File: config.mk
export PLATFORM = sky130hd
export DESIGN_NAME = mem_load_arb
export DESIGN_NICKNAME = d
export VERILOG_FILES = /design/src/rtl/mem_load_arb.sv
export SDC_FILE = /design/constraint.sdc
export NUM_CORES = 1
export LEC_CHECK = 0
export ABC_CLOCK_PERIOD_IN_PS = 2290
export CORE_ASPECT_RATIO = 0.75
export CORE_MARGIN = 10
export CORE_UTILIZATION = 48
export DETAILED_ROUTE_END_ITERATION = 10
export GPL_TIMING_DRIVEN = 1
export PLACE_DENSITY = 0.81
export RECOVER_POWER = 25
export SYNTH_ARGS = -nofsm -noshare
export SYNTH_HDL_FRONTEND = slang
export SYNTH_SLANG_ARGS = --single-unit
File: constraint.sdc
create_clock -name clk -period 2.29 [get_ports clk]
set_input_delay 0.3435 -clock clk [delete_from_list [all_inputs] [get_ports clk]]
set_output_delay 0.3435 -clock clk [all_outputs]
set_load 0.03 [all_outputs]
File: src/rtl/mem_load_arb.sv
// mem_load_arb: data-port arbiter and serial program loader for the unified memory.
// In IDLE the CPU data port passes straight through to the memory. A load session
// takes the port over, holds the core in reset, packs big-endian bytes into words,
// writes them to consecutive word addresses and then releases the core.
module mem_load_arb #(
    parameter int          LOAD_WORDS  = 2048,
    parameter logic [31:0] BASE_ADDR   = 32'h0000_0000,
    parameter int          RELEASE_CYC = 4
) (
    input  logic        clk,
    input  logic        rst,
    input  logic        ld_start,
    input  logic [7:0]  ld_byte_i,
    input  logic        ld_byte_vld,
    input  logic [31:0] core_addr_i,
    input  logic [31:0] core_dout_i,
    input  logic [3:0]  core_wr_en_i,
    output logic [31:0] mem_addr_o,
    output logic [31:0] mem_din_o,
    output logic [3:0]  mem_wr_en_o,
    output logic        core_rst_o,
    output logic        ld_busy_o,
    output logic        ld_done_o,
    output logic [15:0] ld_cnt_o
);

    typedef enum logic [1:0] {
        ST_IDLE,
        ST_LOAD,
        ST_RELEASE
    } state_t;

    localparam logic [15:0] LAST_CNT = 16'(LOAD_WORDS - 1);
    localparam logic [7:0]  REL_INIT = 8'(RELEASE_CYC);

    state_t      state_q, state_d;
    logic [31:0] asm_q, asm_d;     // byte assembly register
    logic [31:0] wr_q, wr_d;       // completed word awaiting / after its write
    logic [31:0] addr_q, addr_d;   // last load address, held between writes
    logic [1:0]  idx_q, idx_d;
    logic        pend_q, pend_d;
    logic [15:0] cnt_q, cnt_d;
    logic [7:0]  rel_q, rel_d;
    logic        core_rst_q, core_rst_d;
    logic        busy_q, busy_d;
    logic        done_q, done_d;

    logic [31:0] wr_addr;
    logic [31:0] next_asm;

    assign wr_addr  = BASE_ADDR + {14'd0, cnt_q, 2'b00};
    assign next_asm = {asm_q[23:0], ld_byte_i};

    // Next-state logic for the load session: byte packing, word writes, release countdown.
    always_comb begin
        // NOTE: every variable gets a default first so no path leaves one unassigned (no latches).
        state_d = state_q;
        asm_d   = asm_q;
        wr_d    = wr_q;
        addr_d  = addr_q;
        idx_d   = idx_q;
        pend_d  = pend_q;
        cnt_d   = cnt_q;
        rel_d   = rel_q;
        done_d  = 1'b0;

        unique case (state_q)
            ST_IDLE: begin
                if (ld_start) begin
                    state_d = ST_LOAD;
                    cnt_d   = 16'd0;
                    idx_d   = 2'd0;
                    pend_d  = 1'b0;
                    addr_d  = BASE_ADDR;
                end
            end
            ST_LOAD: begin
                // The pending word is on the bus this cycle; retire it at the edge.
                if (pend_q) begin
                    pend_d = 1'b0;
                    cnt_d  = cnt_q + 16'd1;
                    addr_d = wr_addr;
                    if (cnt_q == LAST_CNT) begin
                        state_d = ST_RELEASE;
                        rel_d   = REL_INIT;
                    end
                end
                // Assembly runs independently of the write, so a byte in a write cycle is kept.
                if (ld_byte_vld) begin
                    asm_d = next_asm;
                    idx_d = idx_q + 2'd1;
                    if (idx_q == 2'd3) begin
                        wr_d   = next_asm;
                        pend_d = 1'b1;
                    end
                end
            end
            ST_RELEASE: begin
                rel_d = rel_q - 8'd1;
                if (rel_q == 8'd1) begin
                    state_d = ST_IDLE;
                    done_d  = 1'b1;
                end
            end
            default: state_d = ST_IDLE;
        endcase

        core_rst_d = (state_d != ST_IDLE);
        busy_d     = (state_d != ST_IDLE);
    end

    // State and registered status outputs; all session state clears on system reset.
    always_ff @(posedge clk or negedge rst) begin
        if (!rst) begin
            state_q    <= ST_IDLE;
            asm_q      <= '0;
            wr_q       <= '0;
            addr_q     <= BASE_ADDR;
            idx_q      <= '0;
            pend_q     <= 1'b0;
            cnt_q      <= '0;
            rel_q      <= '0;
            core_rst_q <= 1'b0;
            busy_q     <= 1'b0;
            done_q     <= 1'b0;
        end else begin
            // NOTE: non-blocking assignments so every flop samples pre-edge values.
            state_q    <= state_d;
            asm_q      <= asm_d;
            wr_q       <= wr_d;
            addr_q     <= addr_d;
            idx_q      <= idx_d;
            pend_q     <= pend_d;
            cnt_q      <= cnt_d;
            rel_q      <= rel_d;
            core_rst_q <= core_rst_d;
            busy_q     <= busy_d;
            done_q     <= done_d;
        end
    end

    // Memory port mux: zero-latency passthrough in IDLE, loader owns the port otherwise.
    always_comb begin
        mem_addr_o  = core_addr_i;
        mem_din_o   = core_dout_i;
        mem_wr_en_o = core_wr_en_i;
        if (state_q != ST_IDLE) begin
            mem_din_o   = wr_q;
            mem_addr_o  = pend_q ? wr_addr : addr_q;
            mem_wr_en_o = pend_q ? 4'hF : 4'h0;
        end
    end

    assign core_rst_o = core_rst_q;
    assign ld_busy_o  = busy_q;
    assign ld_done_o  = done_q;
    assign ld_cnt_o   = cnt_q;

endmodule

==> Yosys cells after proc, flatten, opt, wreduce, memory -nomap -nowiden <==
Cells that the tools add are included.
{ "op_classes": {"n_addsub": 3, "mux": 27, "n_eq_ne": 9, "n_reduce_logical": 11} }
{ "ops": {"columns": ["op", "count"], "rows": [
  ["two-way mux 32 bit", 4],
  ["case mux 32 bit (2 select lines)", 1],
  ["two-way mux 16 bit", 2],
  ["case mux 16 bit (2 select lines)", 1],
  ["adder 16 x 1 -> 16 bit, second input constant", 1],
  ["equality test 16 x 11 -> 1 bit, second input constant", 1],
  ["two-way mux 8 bit", 2],
  ["case mux 8 bit (2 select lines)", 1],
  ["two-way mux 2 bit", 6],
  ["AND reduction 3 bit", 4],
  ["equality test 8 x 1 -> 1 bit, second input constant", 1],
  ["two-way mux 4 bit", 2],
  ["!= test 2 bit, second input constant", 4],
  ["nonzero test 2 bit", 4],
  ["subtractor 8 x 1 -> 8 bit, second input constant", 1],
  ["case mux 2 bit (3 select lines)", 1],
  ["two-way mux 1 bit", 5],
  ["equality test 2 bit, second input constant", 2],
  ["case mux 2 bit (2 select lines)", 1],
  ["AND reduction 2 bit", 2],
  ["adder 2 x 1 -> 2 bit, second input constant", 1],
  ["equality test 2 x 1 -> 1 bit, second input constant", 1],
  ["logical NOT 2 bit", 1],
  ["case mux 1 bit (2 select lines)", 1]
]} }
{ "word_totals": {"inputBits": 80, "wordCells": 60, "register_bits": 119} }

==> Longest topological paths before layout <==
Gate-level depths: netlist of run 1.
{ "logic_depth": {"depth_word": 5, "depth_mapped": 7, "depth_no_buf": 6} }

==> Worst setup path before layout of run 1 <==
No wires, ideal clock.
{ "synth_path": {"kind": "register to output", "startpoint": "register pend_q", "endpoint": "output mem_addr_o[4]", "path_stages_with_launch": 5, "path_slack_ps": 243, "arrival_time_ps": 1704, "t_required_ps": 1947, "n_path_buf": 2, "cell_sequence": "dfrtp_1 -> buf_2 -> buf_1 -> mux2i_1 -> o21ai_0"} }
{ "synth_via": {"elab_chain_len": 2} }
{ "synth_lines": {"columns": ["element", "line", "source"], "rows": [
  ["start: declaration", "41", "logic pend_q, pend_d;"],
  ["start signal: assignment", "133", "pend_q <= pend_d;"],
  ["two-way mux 32 bit", null, null],
  ["two-way mux 32 bit", "147", "if (state_q != ST_IDLE) begin"],
  ["end: declaration", "18", "output logic [31:0] mem_addr_o,"]
]} }
Every way passes these cells.

==> Worst setup path in the final report of run 1 <==
{ "layout_path": {"startpoint": "register state_q[0]", "endpoint": "output mem_din_o[22]"} }
{ "layout_via": {"elab_chain_len": 2} }
{ "layout_lines": {"columns": ["element", "line", "source"], "rows": [
  ["start: declaration", "36", "state_t state_q, state_d;"],
  ["start signal: assignment", "128", "state_q <= state_d;"],
  ["nonzero test 2 bit", "147", null],
  ["two-way mux 32 bit", "147", null],
  ["end: declaration", "19", "output logic [31:0] mem_din_o,"]
]} }
Every way passes these cells.

==> results list, run 1 <==
- Clock-pin slew was measured on the worst setup and hold paths at around 0.05 ns.
* Endpoint type of the worst setup path: output pin
- Final routed wire length divided by cell count: around 18 um
* Placement Setup Slack: approximately 0.15 ns
* Asr flop ratio synth: 1.000
* Vias per Instance: 5.416
- Buffers inserted during clock tree synthesis total 17.
- For this run, global-route usage on met1 was measured as 0.2209.
* Tightest Hold Check Type: reg2reg
- A synthesized cell averages 11.37 um^2.
- Drt drc: 0
- Final Critical Period: around 2.2 ns
- For this design, the sink count on the clock tree is roughly 120.
* Filler-free cell count of the finished design: 855
- The share of total power dissipated in combinational logic is 0.327.
* Met2 global-route usage: 0.3246
- After detailed placement, the total cell area comes to 7612 um^2.
* Synthesized Nets: 595
- Fin nets: 766
* Final hold violation count: 0
- Derived from the worst setup path, the maximum achievable clock frequency is ~0.45 GHz.
* IO buf count: 166
- In the layout the commonest cells are 119 x dfrtp_1, 97 x clkdlybuf4s50_1, 88 x mux2_2.
* Share of final-layout standard cells stronger than drive strength 1: 0.2843
- Site row count: 34
- Antenna-violating nets left: 0
- Routability-driven placement congestion ratio: 0.8040
* Count of state elements after synthesis: 119
- For this configuration, the core starts out at a cell density of 0.4965.
- First-pass GRT wire length: 25770 um
* Via count of the first global-routing pass: 4939
- Met3 GRT Util: 0.05811
* Maximum level of the CTS H-tree: 4
- Number of violations reported at the end of detailed-routing iteration 0: 260
* Overall fraction of global-route tracks in use: 0.1861
- Flop pwr share: 0.352
- Of the total power, the share spent switching nets is 0.3300.
- The number of antenna diodes in the final layout is 0.
- Setup violation total in the final timing report: 0
* Number of vias in the routed layout: 4631
- Skew-Pair Late Insertion Delay: 0.41 ns
* Busiest grt layer: met2
- The initial antenna violation count is 0.
- Power, Total: roughly 0.0084 W
- Detailed-routing iteration count for the pre-antenna-repair pass: 5
- Headroom to the max-slew limit came out at 0.3328.
- For this design the ratio of total power to cell area is 1025 nW/um^2.
- Relative to the synthesized area, the layout overhead comes to 40.91%.
* Number of warnings printed during yosys synthesis: 0
- Commonest register cell after synthesis: dfrtp_1
- Post-synthesis cell type count: 54
- Entering global routing, the biggest net connects 57 pins.
* Die area: about 17000 um^2
- Overall die width: 147.0 um
* Share of the cycle needed by the critical path after routing: 0.9641
* Number of primary I/O pins: 167
- Element type at the critical path start: flip-flop
- Counting tap cells, the placed design contains a total of 822 instances.
* Library cell used as clock root buffer: clkbuf_16
- Clk_skew: 0.005350 ns
- Data arrives at the worst endpoint at around 1.9 ns.
- The analysis attributes to net switching a power of 0.002769 W.
- Leading cell type in the layout, fill and taps excluded: dfrtp_1
- The flow ran to the end, and the final reports show no timing, DRC or antenna violations.
- Final Worst Setup Slack: just over 0.08 ns
- The wire-length estimate of the detail-placed layout is about 11000 um.
- DRT Wirelength: approximately 16000 um
* Slew of the pin with the lowest slew margin: 1.001 ns
- Setup_tns: 0 ns
- Largest fanout of any net on the critical path: 22
- Number of filler instances in the final layout: 835
- Summed over all layers, the global routing overflow is 0.
- Across the VDD grid, the largest voltage drop is 684.0 uV.
- Sequential area share after synthesis: 0.5127
- Internal power: around 0.0056 W
- Number of enable-type register cells in the synthesized netlist: 0
- Setup repair after global routing missed its margin: no
- Area inside the core boundary: 11700 um^2
- Cells after Synth: 511
* Die Y: 115.3 um
- At the worst endpoint, the required time is 1.95 ns.
- The finished cells cover slightly above 8000 um^2.
- The mapped netlist covers 5808 um^2.
* Max Transition Viols Final: 0
- Part of the total power dissipated in the clock network: 0.321
- Max-cap violations in this run came to 0.
- CP Class: reg2out
- The analysis attributes to cell leakage a power of 3.579 nW.
- The clock passes through at most 2 buffers.
- TritonCTS built the clock tree.
per-layer routing:
layer	vias to the layer above	routed length (um)
met3	14	964
met1	2317	6364
met4	0	127
met5	-	0
met2	148	8207
li1	2152	-
area by class of cell:
class	instances	area, um^2	share of cell area
flip-flops and latches	119	2978	0.3639
multi-input cells	352	2659	0.3249
repair buffers	187	1720	0.2102
clock buffers	22	484.2	0.05917
well taps	162	202.7	0.02477
clock inverters	8	121.4	0.01483
inverters	5	18.77	0.002293
state kept, by name, summed over array words and instances, names as in the netlist:
register / flops
addr_q: 32
ld_done_o: 1
state_q: 2
wr_q: 32
asm_q: 24
idx_q: 2
pend_q: 1
rel_q: 8
ld_busy_o: 1
ld_cnt_o: 16
power groups by stage:
| stage | logic [W] | clock network [W] | registers (W) |
|---|---|---|---|
| detailed placement | 0.00299 | 0 | 0.00297 |
| global placement | 0.00294 | 0 | 0.00295 |
| CTS | 0.00279 | 0.00272 | 0.00295 |
| global route | 0.00293 | 0.00282 | 0.00301 |
| finish | 0.00274 | 0.00269 | 0.00295 |
| floorplan | 0.00177 | 0 | 0.00290 |
worst paths after layout:
path	end	slack (ns)	from	cells after the start
setup reg to reg	ld_cnt_o[2]$_DFFE_PN0P_	0.20	state_q[0]$_DFF_PN0_	6
hold / removal	addr_q[30]$_DFFE_PN0P_	0.48	addr_q[30]$_DFFE_PN0P_	1
min in group asynchronous	ld_cnt_o[11]$_DFFE_PN0P_	0.64	rst	2
hold reg to reg	addr_q[30]$_DFFE_PN0P_	0.48	addr_q[30]$_DFFE_PN0P_	1
setup / recovery	mem_din_o[22]	0.08	state_q[0]$_DFF_PN0_	4
max in group asynchronous	wr_q[24]$_DFFE_PN0P_	0.42	rst	3
through the flow:
step / util / hold WS (ns)
CTS: 0.7009 / 0.4789
global placement: 0.6507 / 0.3531
detailed placement: 0.6507 / 0.3598
floorplan: - / 0.04791
finish: 0.6996 / 0.4850
global route: 0.6996 / 0.5061
worst max-delay path, cell delays in order, from the launching register on:
cell	delay, ns
dfrtp_1	0.41
nor2_4	0.15
buf_12	0.18
mux2_2	0.34
dlygate4sd2_1	0.36
synth_stat cells, types with 3 or more instances:
cell type,instances,area (um^2)
dfrtp_1,119,2978
mux2_2,88,991.0
nand2_1,59,221.5
o21ai_0,41,205.2
nand2b_1,20,125.1
a22o_1,18,157.7
and2_1,18,112.6
mux2i_1,18,180.2
buf_2,15,75.07
clkbuf_1,15,56.30
nor2_1,14,52.55
nand3_1,8,40.04
a21oi_1,5,25.02
inv_1,5,18.77
ha_1,4,50.05
o31ai_1,4,30.03
xnor2_1,4,35.03
a31oi_1,3,18.77
nor2b_1,3,18.77
o21bai_1,3,22.52
or3_1,3,18.77
or4_1,3,22.52
logic make-up after synthesis:
group | count (synthesis) | synth area share
flip-flops | 119 | 0.5127
buffers and inverters | 40 | 0.03080
AND/OR/NAND/NOR | 153 | 0.1454
multiplexers | 106 | 0.2016
XOR/XNOR | 5 | 0.007540
adder cells (fa/ha/maj) | 4 | 0.008617
AO/OA/AOI/OAI | 84 | 0.09328
repair_timing:
item | CTS | global route
pin swaps | 1 | 1
setup endpoints to repair | 32 | 15
cloned | 1 | 0
hold buffers | 1 | 0
endpoints found under the hold margin | 38 | 0
buffers inserted | 1 | 0
gates resized for setup | 77 | 5
No activity file was read; power rests on OpenSTA's default activity.
==> run 2: changes to the inputs <==
- ABC_CLOCK_PERIOD_IN_PS: 2290 -> unset
- CORE_ASPECT_RATIO: 0.75 -> 1.1
- TNS_END_PERCENT: unset -> 50
==> run 2 against run 1 <==
  * The flow now finishes with violations (negative setup slack)
  * Critical path depth grew 1
  * Sequential cell count is the same
  * First-iteration DRC count shrank 32%
  * Register-to-register slack gained 0.02 ns
  * Maximum frequency down 5.4%
  * Critical endpoint is now mem_din_o[29]
  * Largest power group unchanged
==> results list, run 2 (synthesis results as in run 1) <==
- Buffer levels on the longest clock path: 2
- The first TritonRoute pass finished after 5 iterations.
- IO buf count: 166
* CP Class: reg2out
- Remaining max-slew budget at the tightest pin: 0.3144
- The initial antenna violation count is 0.
- Drt drc: 0
- The first global-routing pass estimated 25740 um of wire.
- Number of primary I/O pins: 167
- Die Y: 135.4 um
- Element type at the critical path start: flip-flop
* Total inserted antenna cells: 0
- Leftover overflow at the end of global routing: 0
- For this block, the routed nets add up to between 15000 and 20000 um of wire.
* Power, Total: 0.008588 W
* Result of the run: finished with violations
- The hold violation total from the final report came to 0.
- Slew of the pin with the lowest slew margin: 1.028 ns
- Derived from the worst setup path, the maximum achievable clock frequency is ~0.43 GHz.
* Crit path DAT: 1.99 ns
- The largest registers in the layout are addr_q: 32 flops, wr_q: 32 flops, asm_q: 24 flops.
- After floorplanning, the core was sized to cover between 10000 and 15000 um^2.
- From left edge to right edge, the die measures 124.9 um.
- The filler cells instantiated in the layout total 850.
- In this run, the number of DRC markers left after iteration 0 of detailed routing was roughly 180.
- In the global route stage, overall resource usage came out at 0.1839.
* Setup repair after global routing missed its margin: yes
- Failing checks: negative setup slack
* Clk_skew: 0.004535 ns
- Starting utilization of the core area: 0.4869
* Data required, critical path: 1.95 ns
- Final routed wire length divided by cell count: 18.17 um
- Share of the cycle needed by the critical path after routing: 1.019
* Worst slack on hold paths: 0.4876 ns
- Clock sink total: 119
- Clock transition at the register clock pins on the worst setup and hold paths after CTS: 0.05 ns
- Peak supply drop: 818.3 uV
* Highest-count cells in the layout ignoring fill and taps: 119 x dfrtp_1, 97 x clkdlybuf4s50_1, 88 x mux2_2
* Skew-Pair Late Insertion Delay: 0.41 ns
- Sequential standard cell area: approximately 3000 um^2
* CTS Buf Count: 17
- Entering global routing, the biggest net connects 47 pins.
- The worst setup path is captured at an output pin.
* Via count of the first global-routing pass: 4932
- Leading cell type in the layout, fill and taps excluded: dfrtp_1
- Final Worst Setup Slack: -0.04347 ns
- Fin nets: between 700 and 800
* Cells traversed along the worst timing path: nor2_4, buf_4, buf_12, mux2_2, clkdlybuf4s15_1
* Die area: 16910 um^2
- Tightest Hold Check Type: reg2reg
- Multi-input gate area in the final layout: 2659 um^2
- TritonCTS clock tree: yes
- Setup violations remaining at the end of the flow were counted as 7.
* HPWL after detailed placement: 10790 um
- Final Critical Period: approximately 2.3 ns
- Across the run, the number of max-cap violations was 0.
* Critical path's slowest cell: dfrtp_1
- Library cell used as clock root buffer: clkbuf_16
* Site row count: 42
* Maximum level of the CTS H-tree: 4
- Delay of the slowest cell on the worst path: ~0.40 ns
- Routability-driven placement congestion ratio: 0.8336
* P_leak: 3.593 nW
- Largest fanout of any net on the critical path: 14
- Share of final-layout standard cells stronger than drive strength 1: 0.3022
* Vias per Instance: 5.383
- The number of max-slew violations in the final report came to 0.
- The count of nets left with antenna violations once routing finished came out at 0.
* Total power density per cell area: 1039 nW/um^2
- Number of vias in the routed layout: about 4600
- Layout-stage area growth over the synthesis result: 42.29%
==> run 2: cell type report <==
class                   instances  area share
well taps                     154     0.02332
clock buffers                  22     0.05617
multi-input cells             352      0.3217
clock inverters                 9     0.02089
inverters                       5    0.002271
flip-flops and latches        119      0.3603
repair buffers                188      0.2153
==> run 2: worst paths after layout <==
check                      depth (start not counted)              startpoint  slack, ns                        to
max                                                5    state_q[0]$_DFF_PN0_      -0.04             mem_din_o[29]
min                                                1  addr_q[25]$_DFFE_PN0P_       0.49    addr_q[25]$_DFFE_PN0P_
max reg2reg                                        5      pend_q$_DFFE_PN0P_       0.22  ld_cnt_o[14]$_DFFE_PN0P_
min reg2reg                                        1  addr_q[25]$_DFFE_PN0P_       0.49    addr_q[25]$_DFFE_PN0P_
max in group asynchronous                          3                     rst       0.42      rel_q[2]$_DFFE_PN0P_
min in group asynchronous                          2                     rst       0.64      asm_q[0]$_DFFE_PN0P_
==> run 2: metrics by stage <==
step                      setup slack (ns)  TNS [ns]  area, um^2  utilization  instances
after floorplan                     0.2429         0        5808            -        511
final                             -0.04347   -0.1715        8264       0.6928        849
after global routing               -0.1098    -1.276        8264       0.6928        849
after CTS                          -0.1535    -1.934        8347       0.6997        847
after detailed placement            0.1446         0        7615       0.6383        812
after global placement              0.2040         0        7615       0.6383        812
==> run 2: worst max-delay path: cells and delay by family (launching register included) <==
| family | cells | cell delay (ns) |
|---|---|---|
| DFF | 1 | 0.40 |
| muxes | 1 | 0.34 |
| and+or+nand+nor | 1 | 0.20 |
| buffers and inverters | 3 | 0.64 |
==> run 2: repair_timing <==
item / 4_1_cts / 5_1_grt
gates resized for setup: 105 / 33
cloned: 2 / 1
hold buffers: 1 / 0
setup endpoints to repair: 38 / 42
hold endpoints to repair: 41 / 0
setup buffers: 1 / 1
pin swaps: 1 / 1
==> run 2: routing by layer <==
| metal | wire [um] | global-route usage | up-vias |
|---|---|---|---|
| li1 | - | - | 2160 |
| met4 | 316 | 0.07106 | 0 |
| met2 | 7448 | 0.3028 | 160 |
| met3 | 1048 | 0.05834 | 23 |
| met5 | 0 | 0 | - |
| met1 | 6612 | 0.2214 | 2227 |
==> run 2: where the power goes <==
| part | total (W) | internal [W] | switching (W) |
|---|---|---|---|
| Combinational | 0.00277 | 0.00127 | 0.00151 |
| Clock | 0.00287 | 0.00198 | 0.000898 |
| Sequential | 0.00294 | 0.00258 | 0.000364 |
| Total | 0.00859 | 0.00582 | 0.00277 |
==> run 3: changes to the inputs <==
- CORE_MARGIN: 10 -> 2
==> run 3 against run 2 <==
  * The run now ends clean
  * Total power shrank 4.3%
  * Cell count down 0.35%
  * First-iteration DRC count fell by 1.1%
  * Highest routed layer unchanged
==> results list, run 3 (synthesis results as in run 1) <==
- For this run, the post-layout net count is 763.
- The number of max-slew violations in the final report came to 0.
- Largest fanout of any net on the critical path: 29
* Highest-count cells in the layout ignoring fill and taps: 119 x dfrtp_1, 97 x clkdlybuf4s50_1, 88 x mux2_2
- For this run, the share of the core covered by cells in the final layout is 0.6784.
- In this run the tightest slew margin relative to its limit is 0.2418.
* Number of primary I/O pins: 167
- For this block, wires on met1 add up to around 5600 um.
- FMAX: 0.4485 GHz
- In the finished design, the share of the clock period the worst path needs comes to 0.9737.
- Overall die width: 108.9 um
* IO buf count: 166
- For this run, design rule violations remaining after detail routing come to 0.
- Number of vias in the routed layout: 4530
- For the worst setup path, the data required time is 1.95 ns.
- Layout-stage area growth over the synthesis result: 39.34%
- First-pass GRT wire length: 22050 um
* Antenna-violating nets left: 0
- For this run, the total global-route usage over all layers was measured as 0.2150.
* Die area: 13000 um^2
- The via count of the first global-routing pass is 4595.
- Sequential standard cell area: 2978 um^2
- For this run the aggregate overflow at the end of global routing stands at 0.
- Share of final-layout standard cells stronger than drive strength 1: 0.2919
- Crit path DAT: 1.89 ns
* Top routing layer in use: met4
- The hold violation total from the final report came to 0.
- Worst slack on hold paths: 0.4862 ns
- Starting utilization of the core area: 0.4869
- After layout, the design draws a total of 0.008215 W.
- Area inside the core boundary: ~12000 um^2
* Tightest Hold Check Type: reg2reg
- Clock transition at the register clock pins on the worst setup and hold paths after CTS: about 0.060 ns
- Setup repair after global routing could not meet its margin everywhere.
- TritonCTS clock tree: yes
- Wire length on met3: about 810 um
* Result of the run: finished, final reports clean
- After detailed routing, the number of vias per cell comes to 5.355.
- Clk_skew: 0.009754 ns
* Skew-Pair Late Insertion Delay: 0.41 ns
- Slew of the pin with the lowest slew margin: 1.137 ns
- The tree built by TritonCTS fans out to 119 sinks.
* Total inserted antenna cells: 0
- P_leak: 3.534 nW
- Maximum number of pins on one net before global-route repair: 60
- DRT Wirelength: 13250 um
* Detailed-routing iteration count for the pre-antenna-repair pass: 5
- The filler cells instantiated in the layout total 890.
* Buffer levels on the longest clock path: 2
- The initial antenna violation count is 0.
- Multi-input gate area in the final layout: 2659 um^2
- Element type at the critical path start: flip-flop
* Largest regs: addr_q: 32 flops, wr_q: 32 flops, asm_q: 24 flops
- The most critical setup path has its startpoint at state_q[0]$_DFF_PN0_.
* Endpoint type of the worst setup path: output pin
* Die Y: ~120 um
* Routability-driven placement congestion ratio: around 0.80
- In this run the most critical hold path is launched from addr_q[23]$_DFFE_PN0P_.
- The H-tree was split into 4 levels.
- Leaving out fill and tap cells, the most frequent cell in the layout is dfrtp_1.
* Final routed wire length divided by cell count: 15.66 um
- Total length of routed met2 wires: roughly 6600 um
- Final Critical Period: 2.230 ns
* Setup bufs post-CTS: 0
- CTS Buf Count: 17
- The worst-case IR drop observed on VDD is 832.7 uV.
- In this run the critical register-to-register path is launched from state_q[1]$_DFF_PN0_.
- Setup violations remaining at the end of the flow were counted as 0.
* Max-cap violation count: 0
- Detailed placement finished with a half-perimeter wire length of 9411 um.
* Site row count: 42
- The detailed router finished its first iteration with 175 violations.
* Library cell used as clock root buffer: clkbuf_16
- Power spread over the standard cell area amounts to 1015 nW/um^2.
- CP Class: reg2out
## run 3: changes by cell type in the layout (fill, tap and decap cells not counted), moves of 3 or more
cell / previous run / this run
clkinv_4: 0 / 4
clkbuf_2: 2 / 26
clkinvlp_4: 1 / 4
buf_4: 42 / 37
clkdlybuf4s15_2: 13 / 0
dlygate4sd2_1: 4 / 11
buf_2: 17 / 0
bufinv_16: 5 / 2
## run 3: cell type report
| cell class | count | area share |
|---|---|---|
| Clock buffer | 19 | 0.05597 |
| Tap cell | 154 | 0.02381 |
| Sequential cell | 119 | 0.3680 |
| Multi-Input combinational cell | 352 | 0.3285 |
| Timing Repair Buffer | 184 | 0.2032 |
| Clock inverter | 13 | 0.01824 |
| Inverter | 5 | 0.002319 |
## run 3: worst paths after layout
check                                               to  slack, ns  cells after the start
worst max-delay path                     mem_din_o[21]       0.06                      4
min in group asynchronous       addr_q[13]$_DFFE_PN0P_       0.72                      2
worst min register to register  addr_q[23]$_DFFE_PN0P_       0.49                      1
worst min-delay path            addr_q[23]$_DFFE_PN0P_       0.49                      1
worst max register to register    wr_q[28]$_DFFE_PN0P_       0.27                      5
max in group asynchronous         wr_q[29]$_DFFE_PN0P_       0.46                      3
## run 3: timing repair
item,CTS,global route
pin swaps,0,0
endpoints found under the setup margin,41,42
resized for setup,39,55
hold endpoints to repair,45,0
hold buffers,1,0
## run 3: where the power goes
part           switching (W)  internal (W)  leakage [nW]  total [W]
Sequential          0.000372       0.00258          1.51    0.00295
Clock               0.000957       0.00167         0.282    0.00263
Combinational        0.00146       0.00118          1.74    0.00264
## run 3: metal layers
metal | vias to the layer above | GRT usage
met1 | 2177 | 0.2695
met4 | 0 | 0.08494
li1 | 2150 | -
met2 | 183 | 0.3583
met5 | - | 0
met3 | 20 | 0.04762
## run 3: critical path, cell delays in order (launching register included)
cell and delay (ns):
dfrtp_1 0.40, nor2_4 0.18, buf_12 0.19, mux2_2 0.35
dlygate4sd2_1 0.35
## run 3: metrics by stage
stage          setup TNS [ns]  cell area [um^2]  std cells  worst slack (ns)
2_1_floorplan               0              5808        511            0.2429
3_3_place_gp                0              7622        813            0.2197
3_5_place_dp                0              7622        813            0.1673
4_1_cts                     0              8189        846          0.002715
5_1_grt              -0.01754              8093        846          -0.01741
6_report                    0              8093        846           0.06033
